$ cat config.mk
export PLATFORM = sky130hd
export DESIGN_NAME = pc_fetch_sequencer
export DESIGN_NICKNAME = d
export VERILOG_FILES = /design/src/rtl/pc_seq_pkg.sv /design/src/rtl/pc_fetch_sequencer_pc_plus4.sv /design/src/rtl/pc_fetch_sequencer.sv
export SDC_FILE = /design/constraint.sdc
export NUM_CORES = 1
export LEC_CHECK = 0
export CAP_MARGIN = 40
export CORE_ASPECT_RATIO = 1.2
export CORE_MARGIN = 3
export CORE_UTILIZATION = 40
export DETAILED_ROUTE_END_ITERATION = 16
export GPL_TIMING_DRIVEN = 1
export PLACE_DENSITY_LB_ADDON = 0.15
export SLEW_MARGIN = 15
export SYNTH_ARGS = -nofsm -noshare
export SYNTH_HDL_FRONTEND = slang
export SYNTH_SLANG_ARGS = --single-unit
$ cat constraint.sdc
create_clock -name clk -period 2.49 [get_ports clk]
set_input_delay 0.747 -clock clk [delete_from_list [all_inputs] [get_ports clk]]
set_output_delay 0.747 -clock clk [all_outputs]
set_load 0.1 [all_outputs]
$ cat src/rtl/pc_seq_pkg.sv
// Shared types and constants for the PC fetch sequencer.
// Holds the sequencer state encoding, alignment/step constants and default vectors.
package pc_seq_pkg;

    typedef enum logic [1:0] {
        StIdle,
        StReq,
        StDeliver,
        StHalted
    } seq_state_e;

    localparam logic [1:0]  ALIGN_MASK  = 2'b11;
    localparam logic [31:0] INSTR_BYTES = 32'd4;

    localparam logic [31:0] DEFAULT_RESET_VECTOR = 32'h0000_0000;
    localparam logic [31:0] DEFAULT_TRAP_VECTOR  = 32'h0000_0100;

    function automatic logic is_word_aligned(input logic [31:0] addr);
        return (addr[1:0] & ALIGN_MASK) == 2'b00;
    endfunction

endpackage

$ cat src/rtl/pc_fetch_sequencer_pc_plus4.sv
// Sequential-PC incrementer: the only adder in the fetch path.
// Wraps modulo 2^32 with no carry out.
module pc_fetch_sequencer_pc_plus4
    import pc_seq_pkg::*;
(
    input  logic [31:0] pc,
    output logic [31:0] pc_plus4
);

    assign pc_plus4 = pc + INSTR_BYTES;

endmodule

$ cat src/rtl/pc_fetch_sequencer.sv
// Fetch controller: owns the PC, runs the imem req/ack handshake and picks the next PC
// from PC+4, a redirect target, or the trap vector on a misaligned redirect.
module pc_fetch_sequencer
    import pc_seq_pkg::*;
#(
    parameter logic [31:0] RESET_VECTOR = DEFAULT_RESET_VECTOR,
    parameter logic [31:0] TRAP_VECTOR  = DEFAULT_TRAP_VECTOR
) (
    input  logic        clk,
    input  logic        rst_n,
    output logic        imem_req,
    output logic [31:0] imem_addr,
    input  logic        imem_ack,
    input  logic [31:0] imem_rdata,
    input  logic        stall,
    input  logic        redirect_valid,
    input  logic [31:0] redirect_target,
    input  logic        halt,
    output logic        instr_valid,
    output logic [31:0] instr,
    output logic [31:0] pc,
    output logic [31:0] pcPlus4,
    output logic        trap_taken,
    output logic        halted
);

    seq_state_e  state_q, state_d;
    logic [31:0] pc_q, pc_d;
    logic [31:0] instr_q, instr_d;
    logic        pending_q, pending_d;
    logic [31:0] pending_target_q, pending_target_d;
    logic        trap_q, trap_d;

    logic [31:0] pc_plus4;
    logic        apply_redirect;
    logic [31:0] apply_target;

    pc_fetch_sequencer_pc_plus4 u_pc_plus4 (
        .pc       (pc_q),
        .pc_plus4 (pc_plus4)
    );

    always_comb begin
        state_d          = state_q;
        pc_d             = pc_q;
        instr_d          = instr_q;
        pending_d        = pending_q;
        pending_target_d = pending_target_q;
        trap_d           = 1'b0;
        apply_redirect   = 1'b0;
        apply_target     = pending_target_q;

        unique case (state_q)
            StIdle: begin
                state_d = StReq;
            end
            StReq: begin
                // Address stays put until ack; redirects are parked and a newer one wins.
                if (redirect_valid) begin
                    pending_d        = 1'b1;
                    pending_target_d = redirect_target;
                end
                if (imem_ack) begin
                    if (redirect_valid || pending_q) begin
                        apply_redirect = 1'b1;
                        apply_target   = redirect_valid ? redirect_target : pending_target_q;
                    end else begin
                        instr_d = imem_rdata;
                        state_d = StDeliver;
                    end
                end
            end
            StDeliver: begin
                if (halt) begin
                    state_d = StHalted;
                end else if (redirect_valid) begin
                    apply_redirect = 1'b1;
                    apply_target   = redirect_target;
                    state_d        = StReq;
                end else if (!stall) begin
                    pc_d    = pc_plus4;
                    state_d = StReq;
                end
            end
            StHalted: begin
                state_d = StHalted;
            end
            default: begin
                state_d = StIdle;
            end
        endcase

        if (apply_redirect) begin
            pending_d = 1'b0;
            if (is_word_aligned(apply_target)) begin
                pc_d = apply_target;
            end else begin
                pc_d   = TRAP_VECTOR;
                trap_d = 1'b1;
            end
        end
    end

    always_ff @(posedge clk) begin
        if (!rst_n) begin
            state_q          <= StIdle;
            pc_q             <= RESET_VECTOR;
            instr_q          <= 32'h0;
            pending_q        <= 1'b0;
            pending_target_q <= 32'h0;
            trap_q           <= 1'b0;
        end else begin
            state_q          <= state_d;
            pc_q             <= pc_d;
            instr_q          <= instr_d;
            pending_q        <= pending_d;
            pending_target_q <= pending_target_d;
            trap_q           <= trap_d;
        end
    end

    assign imem_req    = (state_q == StReq);
    assign imem_addr   = pc_q;
    assign instr_valid = (state_q == StDeliver);
    assign instr       = instr_q;
    assign pc          = pc_q;
    assign pcPlus4     = pc_plus4;
    assign trap_taken  = trap_q;
    assign halted      = (state_q == StHalted);

endmodule
== Word-level counts from Yosys, hierarchy flattened ==
Cells that the tools add are included.

* $add $sub $neg: 1
* Multiply operators: 0
* Div/mod/pow operators: 0
* Magnitude comparators: 0
* Equal/unequal tests: 9
* Shift-type cells: 0
* Muxes and demuxes: 23
* Bitwise gates (word level): 2
* Reductions and logical operators: 10

{| class="wikitable"
|+ Operators with widths
! cell !! number
|-
| $mux 32 || 10
|-
| $pmux 32 s2 || 1
|-
| $add 32x3->32 const B || 1
|-
| $mux 2 || 5
|-
| $ne 2x1->1 const B || 4
|-
| $pmux 2 s4 || 1
|-
| $reduce_and 3->1 || 2
|-
| $mux 1 || 5
|-
| $eq 2x2->1 const B || 2
|-
| $logic_not 2->1 || 2
|-
| $ne 4x4->1 const B || 1
|-
| $reduce_and 2->1 || 2
|-
| $reduce_and 4->1 || 1
|-
| $eq 2x1->1 const B || 1
|-
| $ne 2x2->1 const B || 1
|-
| $not 1->1 || 2
|-
| $pmux 1 s2 || 1
|-
| $reduce_bool 2->1 || 1
|-
| $reduce_or 2->1 || 1
|-
| $logic_or 1x1->1 || 1
|}

* Register bits after elaboration: 100
* Latch bits: 0
* Memory bits (writable): 0
* ROM bits: 0
* Logic and storage cells: 51
* Memories: 0

== Depth between registers and ports, before layout ==
Gate-level depths: netlist (run 1).

* Depth in word-level cells: 7
* Mapped depth: 11
* Mapped depth without buffers: 8

== Cells and area by module ==
Synthesis (run 1) repeated with hierarchy kept, for this count alone.

* Cell total of the unflattened synthesis: 624
* Area, all modules: 5147.4 µm²

{| class="wikitable"
|+ By module, submodules not included
! module !! instances !! cells each !! area each (µm²)
|-
| pc_fetch_sequencer || 1 || 541 || 4566.9
|-
| pc_fetch_sequencer_pc_plus4 || 1 || 83 || 580.6
|}

== Worst setup path before layout (run 1) ==
OpenSTA, ideal clock, no wires.

* Path type: register to output
* Start: register pc_q[11], in the netlist imem_addr[11]
* End: output port pcPlus4[28]
* Arrival: 3.654 ns
* Required time: 1.743 ns
* Slack: -1.911 ns
* Cell stages (with the launch flop): 6
* Path buffers: 0
* Cell sequence: dfxtp_1 -> and4_2 -> nand4_4 -> or3_4 -> nor2_1 -> xor2_1

* Word-level cells in the longest chain between the ends: 1

{| class="wikitable"
|+ RTL lines
! item !! RTL line !! RTL
|-
| start: declaration || pc_fetch_sequencer.sv:28 || <nowiki>logic [31:0] pc_q, pc_d;</nowiki>
|-
| start signal: assignment || pc_fetch_sequencer.sv:114 || <nowiki>pc_q <= pc_d;</nowiki>
|-
| $add 32x3->32 || pc_fetch_sequencer_pc_plus4.sv:10 || <nowiki>assign pc_plus4 = pc + INSTR_BYTES;</nowiki>
|-
| end: declaration || pc_fetch_sequencer.sv:22 || <nowiki>output logic [31:0] pcPlus4,</nowiki>
|}

Every way passes these cells.

== Final worst setup path (run 1) ==
* Start: register pc_q[14], in the netlist imem_addr[14]
* End: output port pcPlus4[28]

The elaborated chain is that of the path after synthesis.

==> flow_metrics.py, run 1 <==
metrics = {
    "status": {
        "outcome": "finished, violations left",
        "violations": "negative setup slack",
    },
    "routing": {
        "ant_nets": 0,
        "wirelength_um": 16810,
        "vias": 5523,
        "post_drt_wl_per_cell_um": 16.04,
        "drt-initial-drc-count": 337,
        "wl_met3_um": 1422,
        "route.met2.wl_um": 8458,
        "drt-met1-wl_um": 6587,
        "drc": 0,
        "dr.pass1.iters": 5,
        "routed.top_layer": "met4",
        "viasPerCell": 5.270,
    },
    "critical_path": {
        "arrival_ns": 2.04,
        "crit_type": "register to output port",
        "required_ns": 1.74,
        "r2r_start": "state_q[0]",
        "crit_start": "imem_addr[14]",
        "cpMaxStageDelayCell": "or3_4",
        "critPathCaptureType": "output port",
        "path_buf_inv": 1,
        "crit_path_max_incr_delay_ns": 0.45,
        "critical_path.top_delay_family": "simple AND/OR/NAND/NOR gates",
        "startpoint_type": "register",
        "cp_cell_sequence": "and4_4, nand4_4, or3_4, nor2_4, xor2_4, buf_12",
        "crit_path_max_fanout": 4,
    },
    "global_routing": {
        "grt_pass1_wl_um": 26260,
        "grt_max_degree": 62,
        "grt_usage": 0.2287,
        "grt_pass1_vias": 5350,
        "grt-ovfl-total": 0,
        "antenna_found_initial": 0,
    },
    "logic_synthesis": {
        "yosys.area.top_type": "dfxtp_1",
        "synthArstFlopShare": 0,
        "yosysUniqueCellTypes": 60,
        "syn_avg_cell_area_sq_um": 7.891,
        "synth_fp_nets": 734,
        "synth_cells": 659,
        "ys_ff_latch": 100,
        "synth_top_area_frac": 0.3850,
        "synth_edf_count": 0,
        "ys_top_cells_by_area": "dfxtp_1 38%, nand2_1 12%, a21oi_1 7.0%, buf_4 4.9%, a22oi_1 4.3%",
        "syn_area_sq_mm": 0.005200,
        "synth-seq-area-share": 0.3850,
        "yosysWarnings": 0,
        "synthFlopType": "dfxtp_1",
    },
    "sta": {
        "tightestPinTransition_ns": 0.3429,
        "fmax_ghz": 0.3591,
        "drv_slew": 0,
        "setup_viol": 19,
        "fin_ws_ns": -0.2948,
        "relSlewSlack": 0.7649,
        "timing_hold_violations_final": 0,
        "rsz0062_at_grt": "true",
        "post-route-period-util": 1.118,
        "clock_skew_ns": 0.006164,
        "fin_crit_ns": 2.785,
    },
    "clocking": {
        "cts_buffer_depth": 2,
        "cts_tree": "built",
        "postCtsHoldBufs": 0,
        "clock_latency_ns": 0.33,
        "root_buffer": "clkbuf_16",
        "clk_pin_slew_ns": 0.06,
        "htree_levels": 3,
        "cts-buffers-inserted": 9,
        "cts_sinks": 100,
    },
    "die": {
        "die_h_um": 130.9,
        "fp.dieW_um": 110.1,
        "io_pins": 202,
        "initial_core_util": 0.4105,
        "die_area_sq_mm": 0.01441,
        "core.rowCount": 45,
        "coreArea_sq_mm": 0.01267,
    },
    "place": {
        "gp_congestion": 0.8867,
        "post_dp_cell_area_sq_mm": 0.008362,
        "place_ws_ns": -0.5350,
        "dpl.hpwl_um": 12780,
        "port-buffer-count": 201,
    },
    "power_and_ir_drop": {
        "p_leak_nw": 3.736,
        "powerDensity_mw_per_mm2": 606.3,
        "power.total_mw": 5.468,
        "ir_drop_mv": 0.5655,
    },
    "layout": {
        "drive_gt1_frac": 0.3948,
        "area_delta_synth_final_pct": 73.44,
        "diodes": 0,
        "fin_area_sq_mm": 0.009019,
        "fin_nets": 955,
        "final_common_cell": "buf_4",
        "layout_common_cells": "170 x buf_4, 157 x nand2_1, 72 x a21oi_1, 70 x dfxtp_1, 65 x clkdlybuf4s50_1",
    },
    "worst_hold_path": {
        "hold_start": "pending_target_q[21]",
        "min_path_type": "register to register",
    },
    "run": {
        "drv_cap": 0,
    },
}
-- path summary, 6_finish.rpt --
check,end,slack (ns),depth (start not counted)
worst max-delay path,pcPlus4[28],-0.29,6
worst min-delay path,pending_target_q[21],0.45,2
worst max register to register,imem_addr[6],0.15,10
worst min register to register,pending_target_q[21],0.45,2
-- synthesized netlist by cell type (5+ instances only) --
cell type,instances
buf_4,34
o32ai_1,6
nand3_1,14
nand2_1,160
inv_1,9
dfxtp_1,100
clkbuf_1,33
a2bb2oi_1,7
o21a_1,5
a21oi_1,73
o21ai_0,14
nor2_1,33
a22oi_1,30
xnor2_1,18
buf_6,5
ha_1,5
o211a_1,7
xor2_1,18
a211oi_1,8
nor3_1,10
-- layout make-up --
cell class | count | area (sq um)
fillers | 958 | 3650
clock inverters | 4 | 73.82
multi-input cells | 469 | 3440
well taps | 164 | 205.2
inverters | 9 | 37.54
repair buffers | 291 | 2928
clock buffers | 11 | 242.7
flip-flops and latches | 100 | 2092
-- through the flow --
step / utilization / instances / setup TNS, ns / hold slack [ns]
after floorplan: - / 659 / -8.775 / 0.4360
after global placement: 0.6600 / 1016 / -8.565 / 0.4407
after detailed placement: 0.6600 / 1016 / -11.83 / 0.4476
after CTS: 0.6965 / 1038 / -3.413 / 0.4563
after global routing: 0.7119 / 1048 / -5.078 / 0.4738
final: 0.7119 / 1048 / -3.524 / 0.4531
-- registers in the layout, indices dropped and copies added, names as in the netlist --
name / cells
imem_addr: 32
pending_q: 1
pending_target_q: 32
state_q: 2
trap_taken: 1
instr: 32
-- kinds of logic (layout without fill, tap and decap cells) --
kind of cell,Yosys count,in the layout,share of synthesized area
buffers and inverters,90,315,0.1061
XOR/XNOR,36,36,0.06063
adder cells (fa/ha/maj),5,5,0.01203
AO/OA/AOI/OAI,168,168,0.2110
multiplexers,3,3,0.005775
AND/OR/NAND/NOR,257,257,0.2194
flip-flops,100,100,0.3850
-- layer usage --
layer  vias to the layer above  track usage
met5                         -            0
met4                         0      0.06530
met3                        28      0.06241
met2                       240       0.3936
met1                      2574       0.2790
li1                       2681            -
-- worst register-to-register path: stages, from the launching register on --
cell and delay, ns:
dfxtp_4 0.38, inv_1 0.07, ha_4 0.32, nand2b_1 0.13, mux2i_2 0.08, a221oi_2 0.36
o2111ai_4 0.25, buf_12 0.21, buf_4 0.13, o21ai_0 0.19, o211a_1 0.18
-- report_power, final --
part / switching [mW] / internal [mW]
combinational: 1.49 / 0.725
clock: 0.569 / 0.903
sequential: 0.0790 / 1.70
total: 2.14 / 3.33
-- repair_timing --
action,CTS,global route
pin swaps,10,10
setup buffers,7,8
resized for setup,24,24
endpoints found under the hold margin,0,0
setup endpoints to repair,44,37
gates cloned,0,2
(Power assumes the default switching activity.)
==> inputs of run 2 (changes only) <==
--- a/config.mk
+++ b/config.mk
@@ -9,6 +9,7 @@
 export CORE_ASPECT_RATIO = 1.2
 export CORE_MARGIN = 3
 export CORE_UTILIZATION = 40
+export CTS_CLUSTER_DIAMETER = 120
 export DETAILED_ROUTE_END_ITERATION = 16
 export GPL_TIMING_DRIVEN = 1
 export PLACE_DENSITY_LB_ADDON = 0.15
==> results of run 2 <==
No change in the layout: final DEF, timing and power equal those of run 1.
==> inputs of run 3 (changes only) <==
--- a/config.mk
+++ b/config.mk
@@ -5,7 +5,7 @@
 export SDC_FILE = /design/constraint.sdc
 export NUM_CORES = 1
 export LEC_CHECK = 0
-export CAP_MARGIN = 40
+export CAP_MARGIN = 0
 export CORE_ASPECT_RATIO = 1.2
 export CORE_MARGIN = 3
 export CORE_UTILIZATION = 40
==> constraint.sdc (replaced) <==
create_clock -name clk -period 2.49 [get_ports clk]
set_input_delay 0.3735 -clock clk [delete_from_list [all_inputs] [get_ports clk]]
set_output_delay 0.3735 -clock clk [all_outputs]
set_load 0.1 [all_outputs]
==> run 3 against run 2 <==
The flow now finishes without violations; die area stayed put; utilization down 5.5 points; clock power barely moved; sequential cell count unchanged; non-clock buffer count down 29; power fell by 2.8%; cell area fell by 7.8%; wire length decreased by 4.3%; highest routed layer unchanged; first-iteration DRC count rose by 3.6%.
==> flow_metrics.py, run 3 (synthesis gave the netlist of run 1 again) <==
metrics = {
    "layout": {
        "fillCellCount": 1051,
        "area_delta_synth_final_pct": 59.94,
        "final_common_cell": "buf_4",
        "layout_common_cells": "162 x buf_4, 159 x nand2_1, 72 x a21oi_1, 70 x dfxtp_1, 69 x clkdlybuf4s50_1",
        "drive_gt1_frac": 0.3516,
        "diodes": 0,
        "fin_nets": 926,
        "post-route-util": 0.6565,
    },
    "routing": {
        "post_drt_wl_per_cell_um": 15.76,
        "drc": 0,
        "vias": 5349,
        "dr.pass1.iters": 5,
        "viasPerCell": 5.244,
        "wirelength_um": 16080,
        "ant_nets": 0,
        "drt-initial-drc-count": 349,
    },
    "sta": {
        "timing_hold_violations_final": 0,
        "relSlewSlack": 0.7704,
        "fin_crit_ns": 2.437,
        "rsz0062_at_grt": "true",
        "post-route-period-util": 0.9786,
        "fmax_ghz": 0.4104,
        "fin_hold_ws_ns": 0.4548,
        "tightestPinTransition_ns": 0.3424,
        "clock_skew_ns": 0.006403,
        "drv_slew": 0,
        "setup_viol": 0,
    },
    "critical_path": {
        "arrival_ns": 2.06,
        "required_ns": 2.12,
        "cpMaxStageDelayCell": "dfxtp_4",
        "rr_worst_depth": 9,
        "crit_path_max_fanout": 7,
        "path_buf_inv": 2,
        "startpoint_type": "register",
        "critPathCaptureType": "output port",
        "critical_path.top_delay_family": "simple AND/OR/NAND/NOR gates",
        "worst-path-stages": 7,
        "cp_cell_sequence": "and4_4, nand4_4, buf_4, nor3_1, nand2_1, xnor2_4, buf_12",
        "crit_path_max_incr_delay_ns": 0.38,
        "crit_type": "register to output port",
    },
    "place": {
        "gp_congestion": 0.8495,
        "port-buffer-count": 201,
        "dpl.hpwl_um": 12030,
    },
    "die": {
        "initial_core_util": 0.4105,
        "core.rowCount": 45,
        "io_pins": 202,
        "die_area_sq_mm": 0.01441,
        "coreArea_sq_mm": 0.01267,
        "die_h_um": 130.9,
        "fp.dieW_um": 110.1,
    },
    "global_routing": {
        "grt_usage": 0.2175,
        "antenna_found_initial": 0,
        "grt_max_degree": 62,
        "grt-ovfl-total": 0,
        "grt_pass1_vias": 4952,
        "grt_pass1_wl_um": 24980,
    },
    "clocking": {
        "cts_tree": "built",
        "clk_pin_slew_ns": 0.07,
        "htree_levels": 3,
        "root_buffer": "clkbuf_16",
        "clock_latency_ns": 0.34,
        "cts-buffers-inserted": 9,
        "cts_buffer_depth": 2,
        "cts_sinks": 100,
    },
    "worst_hold_path": {
        "holdPathStages": 2,
        "min_path_type": "register to register",
    },
    "status": {
        "outcome": "complete, no violations",
    },
    "run": {
        "drv_cap": 0,
    },
    "power_and_ir_drop": {
        "p_leak_nw": 3.369,
        "power.total_mw": 5.317,
        "powerDensity_mw_per_mm2": 639.3,
        "ir_drop_mv": 0.4465,
    },
}
## run 3: final timing paths
| check | start | end | slack [ns] |
|---|---|---|---|
| hold / removal | pending_target_q[10] | pending_target_q[10] | 0.45 |
| setup reg to reg | state_q[0] | imem_addr[21] | 0.23 |
| hold reg to reg | pending_target_q[10] | pending_target_q[10] | 0.45 |
| setup / recovery | imem_addr[12] | pcPlus4[24] | 0.05 |
## run 3: timing repair
action / 4_1_cts / 5_1_grt
buffers inserted: 5 / 15
setup endpoints to repair: 12 / 13
hold buffers: 0 / 0
resized for setup: 8 / 9
pin swaps: 1 / 2
## run 3: area by class of cell
type	instances	area, sq um	area share
inverter	9	33.78	0.004062
multi-input combinational	469	3158	0.3797
clock inverter	3	43.79	0.005266
sequential	100	2095	0.2518
timing repair buffer	262	2510	0.3018
clock buffer	13	271.5	0.03265
tap	164	205.2	0.02467
## run 3: per-stage QoR
| stage | cell area [sq um] | instances | TNS, ns | setup WS (ns) |
|---|---|---|---|---|
| 2_1_floorplan | 5753 | 659 | -1.906 | -0.2017 |
| 3_3_place_gp | 7797 | 984 | 0 | 0.04092 |
| 3_5_place_dp | 7797 | 984 | -0.02852 | -0.01892 |
| 4_1_cts | 8174 | 1005 | 0 | 0.004444 |
| 5_1_grt | 8317 | 1020 | -0.06918 | -0.03672 |
| 6_report | 8317 | 1020 | 0 | 0.05331 |
## run 3: power breakdown
part / leakage (nW) / switching [mW] / internal [mW]
sequential: 0.832 / 0.110 / 1.70
combinational: 2.38 / 1.42 / 0.622
clock: 0.155 / 0.593 / 0.869
## run 3: per-layer routing
layer	GRT usage	part of all wire	up-vias
li1	-	-	2611
met1	0.2773	0.42	2503
met2	0.3596	0.49	216
met3	0.06192	0.079	19
met4	0.05943	0.017	0
met5	0	0	-
## run 3: tightest hold or removal path, stage by stage (launching register included)
cell and delay, ns:
dfxtp_1 0.31, nand2_1 0.05, a21oi_1 0.05
